[config.mk]
export PLATFORM = sky130hd
export DESIGN_NAME = ex_stage
export DESIGN_NICKNAME = d
export VERILOG_FILES = /design/src/rtl/ex_stage.sv
export SDC_FILE = /design/constraint.sdc
export NUM_CORES = 1
export LEC_CHECK = 0
export ABC_AREA = 0
export BUFFER_PORTS_ARGS = -buffer_cell sky130_fd_sc_hd__buf_2
export CAP_MARGIN = 40
export CELL_PAD_IN_SITES_DETAIL_PLACEMENT = 1
export CELL_PAD_IN_SITES_GLOBAL_PLACEMENT = 2
export CORE_MARGIN = 5
export CORE_UTILIZATION = 37
export CTS_BUF_LIST = sky130_fd_sc_hd__clkbuf_8
export DETAILED_ROUTE_END_ITERATION = 7
export PLACE_DENSITY = 0.82
export SLEW_MARGIN = 20
export SYNTH_ARGS = -nofsm -noshare
export SYNTH_HDL_FRONTEND = slang
export SYNTH_SLANG_ARGS = --single-unit
[constraint.sdc]
create_clock -name CLK_PIPE -period 2.9 [get_ports CLK_PIPE]
set_input_delay 0 -clock CLK_PIPE [delete_from_list [all_inputs] [get_ports CLK_PIPE]]
set_output_delay 0 -clock CLK_PIPE [all_outputs]
set_load 0.03 [all_outputs]
[src/rtl/ex_stage.sv]
// Execute stage: ALU, address and branch-condition evaluation, plus a
// 16-iteration shift-and-add multiplier that stalls the ID/EX register.
module ex_stage (
  input  logic        CLK_PIPE,
  input  logic        RST,
  input  logic [74:0] ID_EX,
  input  logic        FLUSH,
  output logic        STALL,
  output logic [59:0] EX_MEM
);

  localparam logic [5:0] OpAdd  = 6'h01;
  localparam logic [5:0] OpSub  = 6'h02;
  localparam logic [5:0] OpAnd  = 6'h03;
  localparam logic [5:0] OpOr   = 6'h04;
  localparam logic [5:0] OpXor  = 6'h05;
  localparam logic [5:0] OpSll  = 6'h06;
  localparam logic [5:0] OpSrl  = 6'h07;
  localparam logic [5:0] OpAddi = 6'h08;
  localparam logic [5:0] OpLw   = 6'h09;
  localparam logic [5:0] OpSw   = 6'h0A;
  localparam logic [5:0] OpBeqz = 6'h0B;
  localparam logic [5:0] OpBnez = 6'h0C;
  localparam logic [5:0] OpJ    = 6'h0D;
  localparam logic [5:0] OpMul  = 6'h10;

  typedef enum logic [0:0] {StRun, StMul} state_e;

  logic [15:0] reg_a, reg_b, imm, npc;
  logic [5:0]  opcd;
  logic [4:0]  rd;

  assign reg_a = ID_EX[74:59];
  assign reg_b = ID_EX[58:43];
  assign opcd  = ID_EX[42:37];
  assign rd    = ID_EX[36:32];
  assign imm   = ID_EX[31:16];
  assign npc   = ID_EX[15:0];

  state_e      state_q, state_d;
  logic [3:0]  cnt_q, cnt_d;
  logic [15:0] acc_q, acc_d;
  logic [15:0] mcand_q, mcand_d;
  logic [15:0] mplier_q, mplier_d;
  // REG_B and RD of the multiply are held so the upstream bundle is free during MUL
  logic [15:0] mreg_b_q, mreg_b_d;
  logic [4:0]  mrd_q, mrd_d;
  logic [59:0] ex_mem_q, ex_mem_d;

  logic [15:0] res_alu, res_tgt;
  logic        res_cond, res_valid;
  logic [59:0] run_bundle;
  logic [15:0] mul_term, acc_sum;

  // Single-cycle result for the instruction currently presented on ID_EX
  always_comb begin
    res_alu   = '0;
    res_tgt   = '0;
    res_cond  = 1'b0;
    res_valid = 1'b1;
    case (opcd)
      OpAdd:               res_alu = reg_a + reg_b;
      OpSub:               res_alu = reg_a - reg_b;
      OpAnd:               res_alu = reg_a & reg_b;
      OpOr:                res_alu = reg_a | reg_b;
      OpXor:               res_alu = reg_a ^ reg_b;
      OpSll:               res_alu = reg_a << reg_b[3:0];
      OpSrl:               res_alu = reg_a >> reg_b[3:0];
      OpAddi, OpLw, OpSw:  res_alu = reg_a + imm;
      OpBeqz: begin
        res_tgt  = npc + imm;
        res_cond = (reg_a == 16'h0000);
      end
      OpBnez: begin
        res_tgt  = npc + imm;
        res_cond = (reg_a != 16'h0000);
      end
      OpJ: begin
        res_tgt  = npc + imm;
        res_cond = 1'b1;
      end
      default:             res_valid = 1'b0;
    endcase
    run_bundle = res_valid ? {res_alu, reg_b, opcd, rd, res_tgt, res_cond} : '0;
  end

  // Partial product added this iteration
  always_comb begin
    mul_term = mplier_q[0] ? mcand_q : 16'h0000;
    acc_sum  = acc_q + mul_term;
  end

  // Stall depends on state and inputs only; forced low while in reset
  always_comb begin
    STALL = RST & ~FLUSH &
            (((state_q == StRun) & (opcd == OpMul)) | ((state_q == StMul) & (cnt_q != 4'hF)));
  end

  // Next-state and EX/MEM bundle selection; FLUSH overrides everything
  always_comb begin
    state_d  = state_q;
    cnt_d    = cnt_q;
    acc_d    = acc_q;
    mcand_d  = mcand_q;
    mplier_d = mplier_q;
    mreg_b_d = mreg_b_q;
    mrd_d    = mrd_q;
    ex_mem_d = '0;
    if (FLUSH) begin
      state_d = StRun;
      cnt_d   = '0;
    end else begin
      case (state_q)
        StRun: begin
          if (opcd == OpMul) begin
            mcand_d  = reg_a;
            mplier_d = reg_b;
            acc_d    = '0;
            cnt_d    = '0;
            mreg_b_d = reg_b;
            mrd_d    = rd;
            state_d  = StMul;
          end else begin
            ex_mem_d = run_bundle;
          end
        end
        StMul: begin
          acc_d    = acc_sum;
          mcand_d  = mcand_q << 1;
          mplier_d = mplier_q >> 1;
          cnt_d    = cnt_q + 4'd1;
          if (cnt_q == 4'hF) begin
            ex_mem_d = {acc_sum, mreg_b_q, OpMul, mrd_q, 16'h0000, 1'b0};
            state_d  = StRun;
          end
        end
        default: state_d = StRun;
      endcase
    end
  end

  // Pipeline and multiplier state registers
  always_ff @(posedge CLK_PIPE or negedge RST) begin
    if (!RST) begin
      state_q  <= StRun;
      cnt_q    <= '0;
      acc_q    <= '0;
      mcand_q  <= '0;
      mplier_q <= '0;
      mreg_b_q <= '0;
      mrd_q    <= '0;
      ex_mem_q <= '0;
    end else begin
      state_q  <= state_d;
      cnt_q    <= cnt_d;
      acc_q    <= acc_d;
      mcand_q  <= mcand_d;
      mplier_q <= mplier_d;
      mreg_b_q <= mreg_b_d;
      mrd_q    <= mrd_d;
      ex_mem_q <= ex_mem_d;
    end
  end

  assign EX_MEM = ex_mem_q;

endmodule
==> impl_metrics.json, run 1 <==
{
  "status": "finished, final reports clean",
  "crit_start": "ID_EX[41]",
  "power_density_nw_per_um2": 407,
  "synth.distinct_cells": 72,
  "met3_length_mm": 2.73,
  "nNetsFinal": 1557,
  "vdd_drop_max_mv": 0.262,
  "regToRegStartpoint": "mcand_q[0]",
  "final_hold_viol_count": 0,
  "coreArea_um2": 27000,
  "die_area_um2": 31000,
  "yosysWarnings": 0,
  "p_int_mw": 3.29,
  "grt-ovfl-total": 0,
  "worst_pin_slew_ns": 0.812,
  "drtIter0Drc": 960,
  "clockPowerShare_pct": 31.1,
  "fillers": 3204,
  "leakage_nw": 6.19,
  "avgSynthCellArea_um2": 8.81,
  "netSwitchingFraction_pct": 36.9,
  "arrival_ns": 3.14,
  "wl_met2_mm": 19.7,
  "p_comb_share_pct": 28.3,
  "synthArstFlopShare_pct": 100,
  "die_x_um": 176,
  "place_area_um2": 12000,
  "drive_above_1_share_pct": 25.1,
  "fin_skew_ns": 0.0234,
  "cts.sinks": 134,
  "synth.net_count": 1322,
  "synth_edf_count": 0,
  "start_util_pct": 37.8,
  "final-setup-viol-count": 0,
  "clk_pin_slew_worst_paths_ns": 0.09,
  "maxCapViolCount": 0,
  "synthTopCellsByArea": "dfrtp_1 (33%), ha_1 (10%), mux2i_1 (5.1%), o21ai_0 (4.9%), nor2_1 (4.3%)",
  "cts_tree": "built",
  "hp-start": "ID_EX[60]",
  "cts_made_buffers": 17,
  "p_sw_mw": 1.93,
  "end_kind": "flop",
  "tns_ns": 0,
  "die_h_um": 176,
  "rsz0062_at_grt": "true",
  "synthFlopType": "dfrtp_1",
  "synthesis.area_um2": 10200,
  "r2r_slack_ns": 0.18,
  "grt_max_degree": 66,
  "hold_path_class": "input pin to flop",
  "critPathLaunchType": "input pin",
  "path_class": "input pin to flop",
  "clk_path_buf_depth": 2,
  "vias": 10200,
  "grt_pass1_vias": 10700,
  "ys_seq_area_share_pct": 32.8,
  "fin_crit_ns": 2.78,
  "grt_pass1_wl_mm": 64.3,
  "synth_largest_area_cell": "dfrtp_1",
  "crit_required_ns": 3.26,
  "rows": 60,
  "htreeDepth": 4,
  "stdcell_area_um2": 12800,
  "min_to": "mcand_q[1]",
  "ys_ff_latch": 134,
  "hold_path_depth": 3,
  "port_buffers": 138,
  "antenna-diode-count": 0,
  "syn-instance-count": 1159,
  "r2r-end": "acc_q[14]",
  "slew_headroom_pct": 45.9,
  "avgRoutedWirePerCell_um": 23.8,
  "antenna_found_initial": 1,
  "layoutNonFillerInstCount": 1748,
  "synth_top_area_share_pct": 32.8,
  "drt-met1-wl_mm": 18.7,
  "dp_hpwl_mm": 31.1,
  "r2r_cells": 11,
  "route.detailed.drc": 0,
  "whs_ns": 0.00888,
  "viasPerCell": 5.86,
  "cp_max_fo": 8,
  "timing.final.crit_share_pct": 96.0,
  "finish.utilization_pct": 47.4,
  "p_seq_share_pct": 40.6,
  "highest_layer": "met5",
  "place_congestion": 0.952,
  "ios": 139,
  "dp_cells": 1678,
  "ant_nets": 0,
  "root_buffer": "clkbuf_8",
  "clk_latency_ns": 0.48,
  "routed_wirelength_mm": 41.7,
  "grt_usage_pct": 26.8,
  "drt_first_pass_iters": 5,
  "clock.fmax_mhz": 359,
  "slew_viol_final": 0,
  "syn_to_final_growth_pct": 25.5
}
## routing by layer
layer / vias up / global-route usage (%)
met5: - / 0
met4: 2 / 5.33
met3: 36 / 4.15
met2: 391 / 44.5
met1: 5135 / 37.3
li1: 4673 / -
## power groups by stage
stage          combinational [mW]  sequential [mW]  clock [mW]
2_1_floorplan               0.799             2.15           0
3_3_place_gp                 1.36             2.15           0
3_5_place_dp                 1.40             2.16           0
4_1_cts                      1.45             2.12        1.66
5_1_grt                      1.62             2.14        1.74
6_report                     1.48             2.12        1.62
## through the flow
stage	worst slack (ns)	total power, mW
final	0.115	5.22
after floorplan	-0.108	2.95
after global routing	-0.0122	5.49
after global placement	-0.269	3.50
after CTS	0.0385	5.23
after detailed placement	-0.382	3.56
## synth_stat cells (all sizes together) (7+ instances only)
library cell  instances
o211ai                8
mux2                 13
mux2i                52
nor2b                 9
buf                  13
a21oi                60
a22oi                28
clkbuf               62
xor2                 17
mux4                 17
nand3                26
ha                   82
a21o                 14
inv                  46
a211oi                9
or3                   8
nor3                 29
xnor2                20
o21ai               100
a22o                 18
nor4                 12
and3                 12
and2                 26
a221o                 7
a221oi                7
o22ai                 7
dfrtp               134
nand2               113
a31oi                 9
nor2                117
## final cells by class
type | instances | area, um^2 | share of cell area, %
Timing Repair Buffer | 291 | 1980 | 15.4
Clock inverter | 14 | 133 | 1.04
Sequential cell | 134 | 3350 | 26.2
Clock buffer | 18 | 248 | 1.93
Multi-Input combinational cell | 904 | 6490 | 50.7
Inverter | 46 | 180 | 1.41
Tap cell | 341 | 427 | 3.33
## worst max path at each step
stage	end	cells after the start	slack (ns)
after floorplan	EX_MEM[58]	19	-0.11
after global placement	EX_MEM[58]	15	-0.27
after detailed placement	EX_MEM[56]	16	-0.38
after CTS	EX_MEM[59]	10	0.04
after global routing	EX_MEM[59]	10	-0.01
final	EX_MEM[56]	16	0.12
## kinds of logic after synthesis
logic type,Yosys count,share of synthesized area [%]
other cells,1,0.0367
mux,82,10.3
flops,134,32.8
fa+ha+maj,85,10.6
compound gates,315,20.2
xor+xnor,37,3.17
buf+inv,121,4.67
simple gates,384,18.1
## sequential cells by signal (all words and copies together), names as in the netlist
register and flops:
EX_MEM 60, acc_q 16, cnt_q 4, mcand_q 16, mplier_q 16, mrd_q 5, mreg_b_q 16, state_q 1
## critical path, stage by stage
cell and delay, ns:
buf_2 0.14, nor4_4 0.40, buf_4 0.19, and2_1 0.17
buf_12 0.14, buf_4 0.14, o21ai_0 0.12, o211ai_1 0.31
ha_1 0.32, and3_1 0.19, a21oi_2 0.14, buf_4 0.14
nand3b_1 0.09, mux2i_1 0.23, o221ai_2 0.15, a22o_1 0.26
## placed cells by master, fill, tap and decap left out, drive strengths merged, types with 5 or more instances in the layout
| cell | count |
|---|---|
| o2111ai | 5 |
| mux2i | 52 |
| nor2b | 9 |
| nand2b | 6 |
| nor3 | 29 |
| a21oi | 60 |
| dfrtp | 134 |
| a211oi | 9 |
| a31oi | 9 |
| nand2 | 113 |
| o211ai | 8 |
| inv | 54 |
| a21o | 14 |
| a221o | 7 |
| ha | 82 |
| o21ai | 100 |
| buf | 254 |
| or3 | 8 |
| a22oi | 28 |
| xnor2 | 20 |
| mux4 | 17 |
| and3 | 12 |
| dlygate4sd3 | 37 |
| clkbuf | 18 |
| nor4 | 12 |
| o31ai | 6 |
| xor2 | 17 |
| a22o | 18 |
| nand4 | 6 |
| nand3 | 26 |
| nor2 | 117 |
| mux2 | 13 |
| and2 | 26 |
| a221oi | 7 |
| o22ai | 7 |
## what timing repair did
item                       in CTS  in global routing
setup buffers                   0                  1
hold buffers                   37                  0
pin swaps                       0                  9
hold endpoints to repair      112                  0
resized for setup               1                 18
setup endpoints to repair       1                  8
Power figures use the tool's default switching activity.
==> inputs of run 2 (changes only) <==
SETUP_SLACK_MARGIN = 0.4   (was not set)
SLEW_MARGIN = not set   (was 20)
==> run 2 against run 1 <==
  * Cell count increased by 2.1%
  * Worst setup slack better by 0.17 ns
  * Power rose by 5.5%
  * First-iteration DRC count shrank 17%
  * Critical path depth shrank 5
  * Hold slack better by 0.0062 ns
  * Critical endpoint is now acc_q[12]
  * Largest cell class unchanged
==> impl_metrics.json, run 2 (synthesized netlist as in run 1, its figures left out) <==
{
  "status": "finished, final reports clean",
  "htreeDepth": 4,
  "min_to": "EX_MEM[3]",
  "die_x_um": 176,
  "clk_latency_ns": 0.48,
  "ios": 139,
  "arrival_ns": 2.97,
  "route.detailed.drc": 0,
  "rsz0062_at_grt": "true",
  "clk_path_buf_depth": 2,
  "die_h_um": 176,
  "port_buffers": 138,
  "worst_pin_slew_ns": 0.783,
  "cts.sinks": 134,
  "grt_usage_pct": 26.8,
  "leakage_nw": 6.44,
  "antenna_found_initial": 0,
  "final_hold_viol_count": 0,
  "syn_to_final_growth_pct": 33.7,
  "cp_max_fo": 4,
  "power_density_nw_per_um2": 403,
  "path_class": "flop to flop",
  "stdcell_area_um2": 13700,
  "r2r_cells": 11,
  "timing.final.crit_share_pct": 90.3,
  "clk_pin_slew_worst_paths_ns": 0.10,
  "final_cell_mix": "buf_4 (144), buf_2 (134), dfrtp_1 (133), nor2_1 (115), nand2_1 (111)",
  "avgRoutedWirePerCell_um": 23.7,
  "final-setup-viol-count": 0,
  "start_util_pct": 37.8,
  "cts_tree": "built",
  "maxCapViolCount": 0,
  "r2r_slack_ns": 0.28,
  "drt_first_pass_iters": 5,
  "regToRegStartpoint": "mplier_q[0]",
  "coreArea_um2": 27000,
  "slew_headroom_pct": 47.8,
  "largest_reg_flops": 60,
  "dp_slack_ns": -0.537,
  "finalWorstSetupSlack_ns": 0.280,
  "drive_above_1_share_pct": 32.2,
  "drtIter0Drc": 793,
  "crit_required_ns": 3.25,
  "dp_hpwl_mm": 30.6,
  "clock.fmax_mhz": 382,
  "ant_nets": 0,
  "root_buffer": "clkbuf_8",
  "grt_max_degree": 81,
  "hold_path_class": "input pin to flop",
  "nNetsFinal": 1592,
  "end_kind": "flop",
  "viasPerCell": 5.87,
  "fin_skew_ns": 0.0304,
  "hp-start": "ID_EX[2]",
  "grt_pass1_wl_mm": 64.7,
  "grt-ovfl-total": 0,
  "fin_crit_ns": 2.62,
  "r2r-end": "acc_q[12]",
  "die_area_um2": 31000,
  "grt_pass1_vias": 11000,
  "place_congestion": 0.949,
  "routed_wirelength_mm": 42.2,
  "slew_viol_final": 0,
  "vdd_drop_max_mv": 0.218,
  "vias": 10500,
  "hold_path_depth": 4,
  "place_area_um2": 12200,
  "whs_ns": 0.0151,
  "design_power_total_mw": 5.50,
  "rows": 60,
  "cts_made_buffers": 17,
  "layout_commonest_cell": "buf_4",
  "critPathLaunchType": "flop"
}
==> run 2: worst max-delay path by stage <==
| stage | startpoint | to | slack, ns | depth (start not counted) |
|---|---|---|---|---|
| floorplan | ID_EX[43] | EX_MEM[58] | -0.10 | 19 |
| global placement | ID_EX[41] | EX_MEM[53] | -0.47 | 17 |
| detailed placement | ID_EX[41] | EX_MEM[53] | -0.54 | 17 |
| CTS | mplier_q[0] | EX_MEM[59] | 0.36 | 10 |
| global route | mplier_q[0] | EX_MEM[58] | 0.21 | 11 |
| finish | mplier_q[0] | acc_q[12] | 0.28 | 11 |
==> run 2: layout make-up <==
type | instances | area, um^2
flip-flops and latches | 134 | 3360
multi-input cells | 904 | 6960
diodes | 1 | 2.50
repair buffers | 326 | 2310
well taps | 341 | 427
clock buffers | 17 | 234
inverters | 46 | 183
fillers | 3180 | 13400
clock inverters | 15 | 185
==> run 2: per-stage QoR <==
stage                     util (%)  TNS, ns  instances
after CTS                     49.4        0       1770
final                         50.5        0       1784
after global placement        44.9    -3.31       1691
after detailed placement      45.0    -4.31       1692
after global routing          50.5        0       1783
after floorplan                  -   -0.181       1159
==> run 2: power by group <==
part / switching [mW] / internal, mW
registers: 0.110 / 2.02
logic: 0.921 / 0.711
clock network: 0.938 / 0.802
total: 1.97 / 3.54
==> run 2: layer usage <==
layer  GRT usage, %  part of all wire, %  vias to the layer above
met5              0                    0                        -
met4           7.86                  2.6                        0
met2           44.2                   47                      375
met1           36.3                   44                     5284
li1               -                    -                     4741
met3           4.30                  6.5                       80
==> run 2: worst max-delay path, cell delays in order (launching register included) <==
cell,delay (ns)
dfrtp_1,0.44
and2_4,0.20
ha_4,0.16
fa_2,0.36
nand3_2,0.09
a31oi_4,0.09
a311o_1,0.36
a41oi_2,0.26
buf_4,0.15
buf_6,0.10
xnor2_4,0.08
a22o_1,0.20
==> run 2: timing repair <==
action,CTS,global route
endpoints found under the hold margin,96,1
endpoints found under the setup margin,19,20
setup buffers,14,12
gates resized for setup,72,47
hold buffers,31,1
pin swaps,37,52
cloned,1,0
==> inputs of run 3 (changes only) <==
CTS_BUF_LIST = sky130_fd_sc_hd__clkbuf_2 sky130_fd_sc_hd__clkbuf_4 sky130_fd_sc_hd__clkbuf_8   (was sky130_fd_sc_hd__clkbuf_8)
clock period = 2.6 ns   (was 2.9 ns; I/O delays follow)
==> run 3 against run 2 <==
  * The flow now finishes with violations (setup timing)
  * Worst setup slack worse by 0.35 ns
  * Wire length increased by 4.7%
  * Core utilization increased by 2.8 points
  * Cell count is 1.8% higher
  * Combinational power increased by 23%
  * Clock skew shrank 0.0081 ns
  * Via count up 2.9%
  * Critical endpoint is now EX_MEM[50]
==> impl_metrics.json, run 3 (synthesized netlist as in run 1, its figures left out) <==
{
  "clockPowerShare_pct": 29.9,
  "grt_max_degree": 75,
  "finalWorstSetupSlack_ns": -0.0674,
  "timing.final.crit_share_pct": 103,
  "clk_path_buf_depth": 2,
  "violations": "setup timing",
  "netSwitchingFraction_pct": 36.8,
  "crit_required_ns": 2.93,
  "p_comb_share_pct": 32.1,
  "power_density_nw_per_um2": 434,
  "ios": 139,
  "grt_pass1_vias": 11200,
  "routed_wirelength_mm": 44.2,
  "die_x_um": 176,
  "stdcell_area_um2": 14400,
  "dp_hpwl_mm": 31.1,
  "grt_pass1_wl_mm": 66.0,
  "final_hold_viol_count": 0,
  "final_cell_mix": "buf_4 (164), dfrtp_1 (132), buf_2 (132), nor2_1 (108), nand2_1 (103)",
  "hold_path_class": "input pin to flop",
  "grt_usage_pct": 27.3,
  "slew_headroom_pct": 46.1,
  "path_class": "input pin to flop",
  "start_util_pct": 37.8,
  "coreArea_um2": 27000,
  "largest_reg_flops": 60,
  "slew_viol_final": 0,
  "arrival_ns": 2.99,
  "die_area_um2": 31000,
  "critPathLaunchType": "input pin",
  "root_buffer": "clkbuf_8",
  "avgRoutedWirePerCell_um": 24.3,
  "p_int_mw": 3.96,
  "design_power_total_mw": 6.26,
  "r2r_cells": 11,
  "final-setup-viol-count": 5,
  "cts_made_buffers": 17,
  "layout_commonest_cell": "buf_4",
  "cts_tree": "built",
  "viasPerCell": 5.94,
  "end_kind": "flop",
  "die_h_um": 176,
  "fin_crit_ns": 2.67,
  "clock.fmax_mhz": 375,
  "port_buffers": 138,
  "vias": 10800,
  "fin_skew_ns": 0.0223,
  "maxCapViolCount": 0,
  "ant_nets": 0,
  "htreeDepth": 4,
  "rsz0062_at_grt": "true",
  "nNetsFinal": 1625,
  "grt-ovfl-total": 0,
  "clk_latency_ns": 0.47,
  "route.detailed.drc": 0,
  "drive_above_1_share_pct": 38.1,
  "p_seq_share_pct": 38.1,
  "antenna-diode-count": 0,
  "drtIter0Drc": 870,
  "r2r_slack_ns": 0.01,
  "hold_path_depth": 5,
  "cp_max_fo": 7,
  "place_area_um2": 12400,
  "status": "complete, but fails checks",
  "r2r-end": "EX_MEM[58]",
  "syn_to_final_growth_pct": 41.2,
  "vdd_drop_max_mv": 0.319,
  "leakage_nw": 6.74,
  "hp-start": "ID_EX[42]",
  "drt_first_pass_iters": 5,
  "clk_pin_slew_worst_paths_ns": 0.08,
  "regToRegStartpoint": "mplier_q[0]",
  "rows": 60,
  "place_congestion": 0.995,
  "p_sw_mw": 2.31,
  "min_to": "EX_MEM[0]",
  "cts.sinks": 134,
  "worst_pin_slew_ns": 0.802,
  "antenna_found_initial": 0,
  "fillers": 3104
}
-- run 3: worst max-delay path, cell delays in order --
cell     delay (ns)
buf_8          0.11
nor4_4         0.29
buf_6          0.20
buf_6          0.12
and2_4         0.20
a21oi_2        0.08
o21ai_2        0.23
buf_4          0.16
ha_4           0.20
a21oi_4        0.17
a21oi_2        0.08
a221o_1        0.31
xnor2_1        0.18
nor2_1         0.10
o31ai_2        0.34
buf_4          0.18
a21oi_2        0.04
-- run 3: how the worst max path moves through the flow --
stage          cells past startpoint  startpoint         end  slack, ns
2_1_floorplan                     19   ID_EX[43]  EX_MEM[58]      -0.40
3_3_place_gp                      15   ID_EX[41]  EX_MEM[53]      -0.74
3_5_place_dp                      15   ID_EX[41]  EX_MEM[53]      -0.85
4_1_cts                           13   ID_EX[39]  EX_MEM[59]      -0.04
5_1_grt                           17   ID_EX[42]  EX_MEM[50]      -0.19
6_report                          17   ID_EX[42]  EX_MEM[50]      -0.07
-- run 3: what timing repair did --
item / in CTS / in global routing
pin swaps: 55 / 82
gates resized for setup: 113 / 113
endpoints found under the setup margin: 26 / 30
buffers inserted: 16 / 21
hold endpoints to repair: 106 / 0
hold buffers: 31 / 0
-- run 3: through the flow --
step	utilization, %	cells	TNS, ns	hold WS, ns	setup WS [ns]
after detailed placement	45.7	1716	-7.33	0.0192	-0.852
final	53.4	1816	-0.233	0.0175	-0.0674
after floorplan	-	1159	-1.65	-0.296	-0.403
after global placement	45.7	1716	-6.46	0.0133	-0.743
after global routing	53.4	1816	-1.02	0.0298	-0.186
after CTS	50.7	1795	-0.0926	0.00520	-0.0404
-- run 3: power groups by stage --
stage	logic (mW)	registers, mW	clock network (mW)
floorplan	0.915	2.40	0
global placement	1.57	2.41	0
detailed placement	1.61	2.42	0
CTS	1.81	2.38	1.90
global route	2.17	2.41	1.99
finish	2.01	2.39	1.87
-- run 3: final cells by class --
class                           count  area [um^2]  area share (%)
Multi-Input combinational cell    904         7440            51.6
Clock inverter                     15          165            1.15
Tap cell                          341          427            2.96
Timing Repair Buffer              359         2620            18.1
Sequential cell                   134         3360            23.3
Clock buffer                       17          234            1.62
Inverter                           46          180            1.25
-- run 3: routing by layer --
| layer | GRT usage, % | part of all wire [%] | vias up |
|---|---|---|---|
| met5 | 0 | 0 | - |
| met4 | 8.84 | 3.1 | 0 |
| met3 | 5.52 | 6.1 | 81 |
| met2 | 44.1 | 47 | 382 |
| met1 | 36.7 | 43 | 5504 |
| li1 | - | - | 4814 |
